===== config.mk =====
export PLATFORM = sky130hd
export DESIGN_NAME = reg_write_arbiter
export DESIGN_NICKNAME = d
export VERILOG_FILES = /design/src/rtl/reg_write_arbiter.sv
export SDC_FILE = /design/constraint.sdc
export NUM_CORES = 1
export LEC_CHECK = 0
export ABC_AREA = 0
export BUFFER_PORTS_ARGS = -buffer_cell sky130_fd_sc_hd__buf_2
export CAP_MARGIN = 15
export CORE_MARGIN = 3
export CORE_UTILIZATION = 37
export CTS_CLUSTER_SIZE = 12
export DETAILED_ROUTE_END_ITERATION = 8
export GPL_ROUTABILITY_DRIVEN = 0
export PLACE_DENSITY_LB_ADDON = 0.1
export SLEW_MARGIN = 10
export SYNTH_ARGS = -nofsm -noshare
export SYNTH_HDL_FRONTEND = slang
export SYNTH_SLANG_ARGS = --single-unit

===== constraint.sdc =====
create_clock -name clk_i -period 2 [get_ports clk_i]
set_clock_uncertainty 0.2 [all_clocks]
set_input_delay 0.1 -clock clk_i [delete_from_list [all_inputs] [get_ports clk_i]]
set_output_delay 0.1 -clock clk_i [all_outputs]
set_load 0.02 [all_outputs]

===== src/rtl/reg_write_arbiter.sv =====
// Round-robin arbiter steering one of four requesters onto a shared register's d input.
// Optional locked bursts are enabled with `define ARB_LOCK_EN.
module reg_write_arbiter #(
  parameter int WIDTH     = 8,
  parameter int MAX_BURST = 4
) (
  input  logic               clk_i,
  input  logic               rst_i,
  input  logic [3:0]         req_i,
  input  logic [4*WIDTH-1:0] wdata_i,
`ifdef ARB_LOCK_EN
  input  logic [3:0]         lock_i,
`endif
  input  logic [WIDTH-1:0]   ff_q_i,
  output logic [WIDTH-1:0]   ff_d_o,
  output logic [3:0]         ack_o,
  output logic [1:0]         owner_o,
  output logic               busy_o
);

  if (MAX_BURST < 1 || MAX_BURST > 15) begin : g_bad_burst
    $error("MAX_BURST must be in 1..15");
  end

  typedef enum logic {S_IDLE, S_WRITE} state_t;

  state_t     state_q, state_d;
  logic [1:0] ptr_q, ptr_d;
  logic [1:0] owner_q, owner_d;
  logic [1:0] win;
`ifdef ARB_LOCK_EN
  logic [3:0] cnt_q, cnt_d;
`endif

  // Scan from lowest to highest priority so the highest-priority hit is written last.
  always_comb begin
    logic [1:0] idx;
    idx = '0;
    win = ptr_q;
    for (int k = 3; k >= 0; k--) begin
      idx = ptr_q + 2'(k);
      if (req_i[idx]) win = idx;
    end
  end

  always_comb begin
    state_d = state_q;
    ptr_d   = ptr_q;
    owner_d = owner_q;
    ack_o   = '0;
    ff_d_o  = ff_q_i;
`ifdef ARB_LOCK_EN
    cnt_d   = cnt_q;
`endif
    case (state_q)
      S_IDLE: begin
        if (|req_i) begin
          owner_d = win;
          state_d = S_WRITE;
`ifdef ARB_LOCK_EN
          cnt_d   = '0;
`endif
        end
      end
      S_WRITE: begin
        if (req_i[owner_q]) begin
          ff_d_o         = wdata_i[owner_q*WIDTH +: WIDTH];
          ack_o[owner_q] = 1'b1;
        end
`ifdef ARB_LOCK_EN
        if (req_i[owner_q] && lock_i[owner_q] && ((cnt_q + 4'd1) < 4'(MAX_BURST))) begin
          cnt_d = cnt_q + 4'd1;
        end else begin
          state_d = S_IDLE;
          ptr_d   = owner_q + 2'd1;
        end
`else
        state_d = S_IDLE;
        ptr_d   = owner_q + 2'd1;
`endif
      end
      default: state_d = S_IDLE;
    endcase
    // The register resets in this same cycle, so nothing may be acknowledged.
    if (rst_i) begin
      ack_o  = '0;
      ff_d_o = ff_q_i;
    end
  end

  always_ff @(posedge clk_i) begin
    if (rst_i) begin
      state_q <= S_IDLE;
      ptr_q   <= '0;
      owner_q <= '0;
`ifdef ARB_LOCK_EN
      cnt_q   <= '0;
`endif
    end else begin
      state_q <= state_d;
      ptr_q   <= ptr_d;
      owner_q <= owner_d;
`ifdef ARB_LOCK_EN
      cnt_q   <= cnt_d;
`endif
    end
  end

  assign owner_o = owner_q;
  assign busy_o  = (state_q == S_WRITE);

endmodule


==> impl_metrics.ini <==
[outcome]
outcome = finished with violations
violations = negative setup slack

[clock_tree]
ctsLongestPathBuffers = 2
root_buffer = clkbuf_4
cts_tree = yes
cts_buffers = 3
clkTransAtPathRegs_ns = 0.04
clock_latency_ns = 0.24
cts.sinks = 5
htreeDepth = 1

[die]
rows = 15
chipWidth_um = 49.5
core_area_um2 = 1760
start_util_pct = 39.7
die_area_um2 = 2450
die_h_um = 49.5
ioPinCount = 61

[route]
post_drt_wl_per_cell_um = 13.4
wl_um = 2130
num_vias = 795
drt_iter0_markers = 12
postRouteAntennaNets = 0
drc = 0
firstDrtPassIters = 3
routed_via_density = 5.03

[grt]
grt_busiest_layer = met2
grt_max_degree = 14
grt-ovfl-total = 0
use_met3_pct = 6.04
grt.met1_usage_pct = 20.3
use_met2_pct = 35.5
grt_pass1_wl_um = 3680
antenna_found_initial = 0
grtUsageTotal_pct = 19.2
grt_pass1_vias = 843

[worst_setup_path]
critPathMaxFanout = 6
setup.worst_path.end = ff_d_o[3]
rr_worst_depth = 5
cp.arrival_ns = 1.80
ff2ff_setup_slack_ns = 0.61
critical_path_required_ns = 1.70
worstReg2RegStart = owner_o[0]
endpoint_kind = primary output
critical_path_class = flop to primary output
r2r-end = ptr_q[1]
cp-start-kind = flop
crit_start = owner_o[0]

[synthesis]
ys_top_cells_by_area = mux4_2 (26%), dfxtp_1 (14%), mux2_4 (13%), ha_1 (7.1%), nand2b_1 (4.5%)
avgSynthCellArea_um2 = 10.6
yosys.area_share.simple_pct = 13.4
synth_xor_area_share_pct = 0
ys_seq_elements = 5
ys_seq_area_share_pct = 14.3
synth_compound_area_share_pct = 10.0
netlist_area_um2 = 701
synthMuxAreaShare_pct = 47.0
ys_types = 24
synth_top_area_share_pct = 25.7
yosysTopAreaCell = mux4_2
synthCells = 66
synth_top_family_by_area = multiplexers
synthAdderAreaFrac_pct = 7.14
yosys_warnings = 0
syn_nets = 116

[placement]
dp_hpwl_um = 1640
place_area_um2 = 1030
post-place-ws_ns = 0.0506
io_buffer_count = 60

[sta]
finalWorstSetupSlack_ns = -0.0994
period_share_pct = 105
slew_headroom_pct = 70.4
setup_viol = 8
drv_slew = 0
final.setup.tns_ns = -0.695
worst_hold_slack_ns = 0.0624
tightestPinTransition_ns = 0.443
fmax_mhz = 476
hold_violations = 0
rsz0062_at_grt = yes
final.min_clock_period_ns = 2.10

[power]
powerDensity_nw_per_um2 = 425
peakVddDrop_mv = 0.393
p_leak_nw = 0.611

[final_layout]
antenna_cells = 0
postLayoutCellArea_um2 = 1160
nets = 184
layout_commonest_cell = buf_2
layout-drive-gt1-share_pct = 65.4
area_growth_pct = 65.2

[hold_path]
worstHoldStart = req_i[3]
min_path_type = input port to flop

[flow_run]
cap_violations = 0
## flip-flops by register name, indices dropped and copies added, names as in the netlist
signal   flops
owner_o      2
ptr_q        2
busy_o       1
## worst min-delay path by stage
| stage | to | cells past startpoint | slack (ns) |
|---|---|---|---|
| after floorplan | ptr_q[1] | 1 | -0.03 |
| after global placement | ptr_q[1] | 2 | 0.15 |
| after detailed placement | ptr_q[1] | 2 | 0.15 |
| after CTS | owner_o[0] | 3 | 0.06 |
| after global routing | busy_o | 4 | 0.12 |
| final | owner_o[0] | 3 | 0.06 |
## power by group
| group | internal [mW] | switching [mW] |
|---|---|---|
| Combinational | 0.147 | 0.107 |
| Sequential | 0.109 | 0.0125 |
| Clock | 0.0754 | 0.0414 |
| Total | 0.331 | 0.161 |
## metal layers
layer | routed length, um | up-vias | share of wire [%]
met5 | 0 | - | 0
met3 | 189 | 5 | 8.9
met4 | 24 | 0 | 1.1
met1 | 783 | 372 | 37
li1 | - | 383 | -
met2 | 1130 | 35 | 53
## synth_stat cells
cell type and count:
nor2b_1 1, nand3b_4 1, o31ai_1 1, mux2_4 6, buf_2 1, mux2_1 1
a21oi_1 2, a21boi_0 1, dfxtp_1 5, a221oi_1 1, mux2_2 1, mux4_2 8
mux2i_1 1, nand2b_1 5, nor2_1 8, nor4_1 1, o21ai_0 4, mux4_1 1
buf_8 1, o32ai_1 1, ha_1 4, inv_1 8, a211oi_1 1, clkbuf_1 2
## what timing repair did
action | 4_1_cts | 5_1_grt
resized for setup | 20 | 0
buffers inserted | 2 | 0
gates cloned | 1 | 0
endpoints found under the hold margin | 3 | 0
endpoints found under the setup margin | 8 | 8
hold buffers | 1 | 0
## layout make-up
type / instances / area, um2
Fill cell: 168 / 607
Multi-Input combinational cell: 50 / 571
Timing Repair Buffer: 66 / 398
Sequential cell: 5 / 101
Tap cell: 25 / 31.3
Inverter: 8 / 30.0
Clock buffer: 4 / 26.3
## critical path, stage by stage (launching register included)
cell and delay, ns:
dfxtp_2 0.34, mux4_2 0.57, nand3b_4 0.18, mux2_4 0.32, buf_6 0.13
## stage by stage
stage          power (mW)  util (%)  std cells
4_1_cts             0.496      65.6        158
3_5_place_dp        0.345      58.2        150
2_1_floorplan       0.260         -         66
3_3_place_gp        0.337      58.2        150
5_1_grt             0.528      65.6        158
6_report            0.492      65.6        158
## cells by family (layout without fill, tap and decap cells)
kind of cell / after synthesis / count (layout)
AOI/OAI and AO/OA: 11 / 11
DFF: 5 / 5
muxes: 18 / 18
adders and majority gates: 4 / 4
and+or+nand+nor: 16 / 17
buffers and inverters: 12 / 78
No activity file was read; power rests on OpenSTA's default activity.
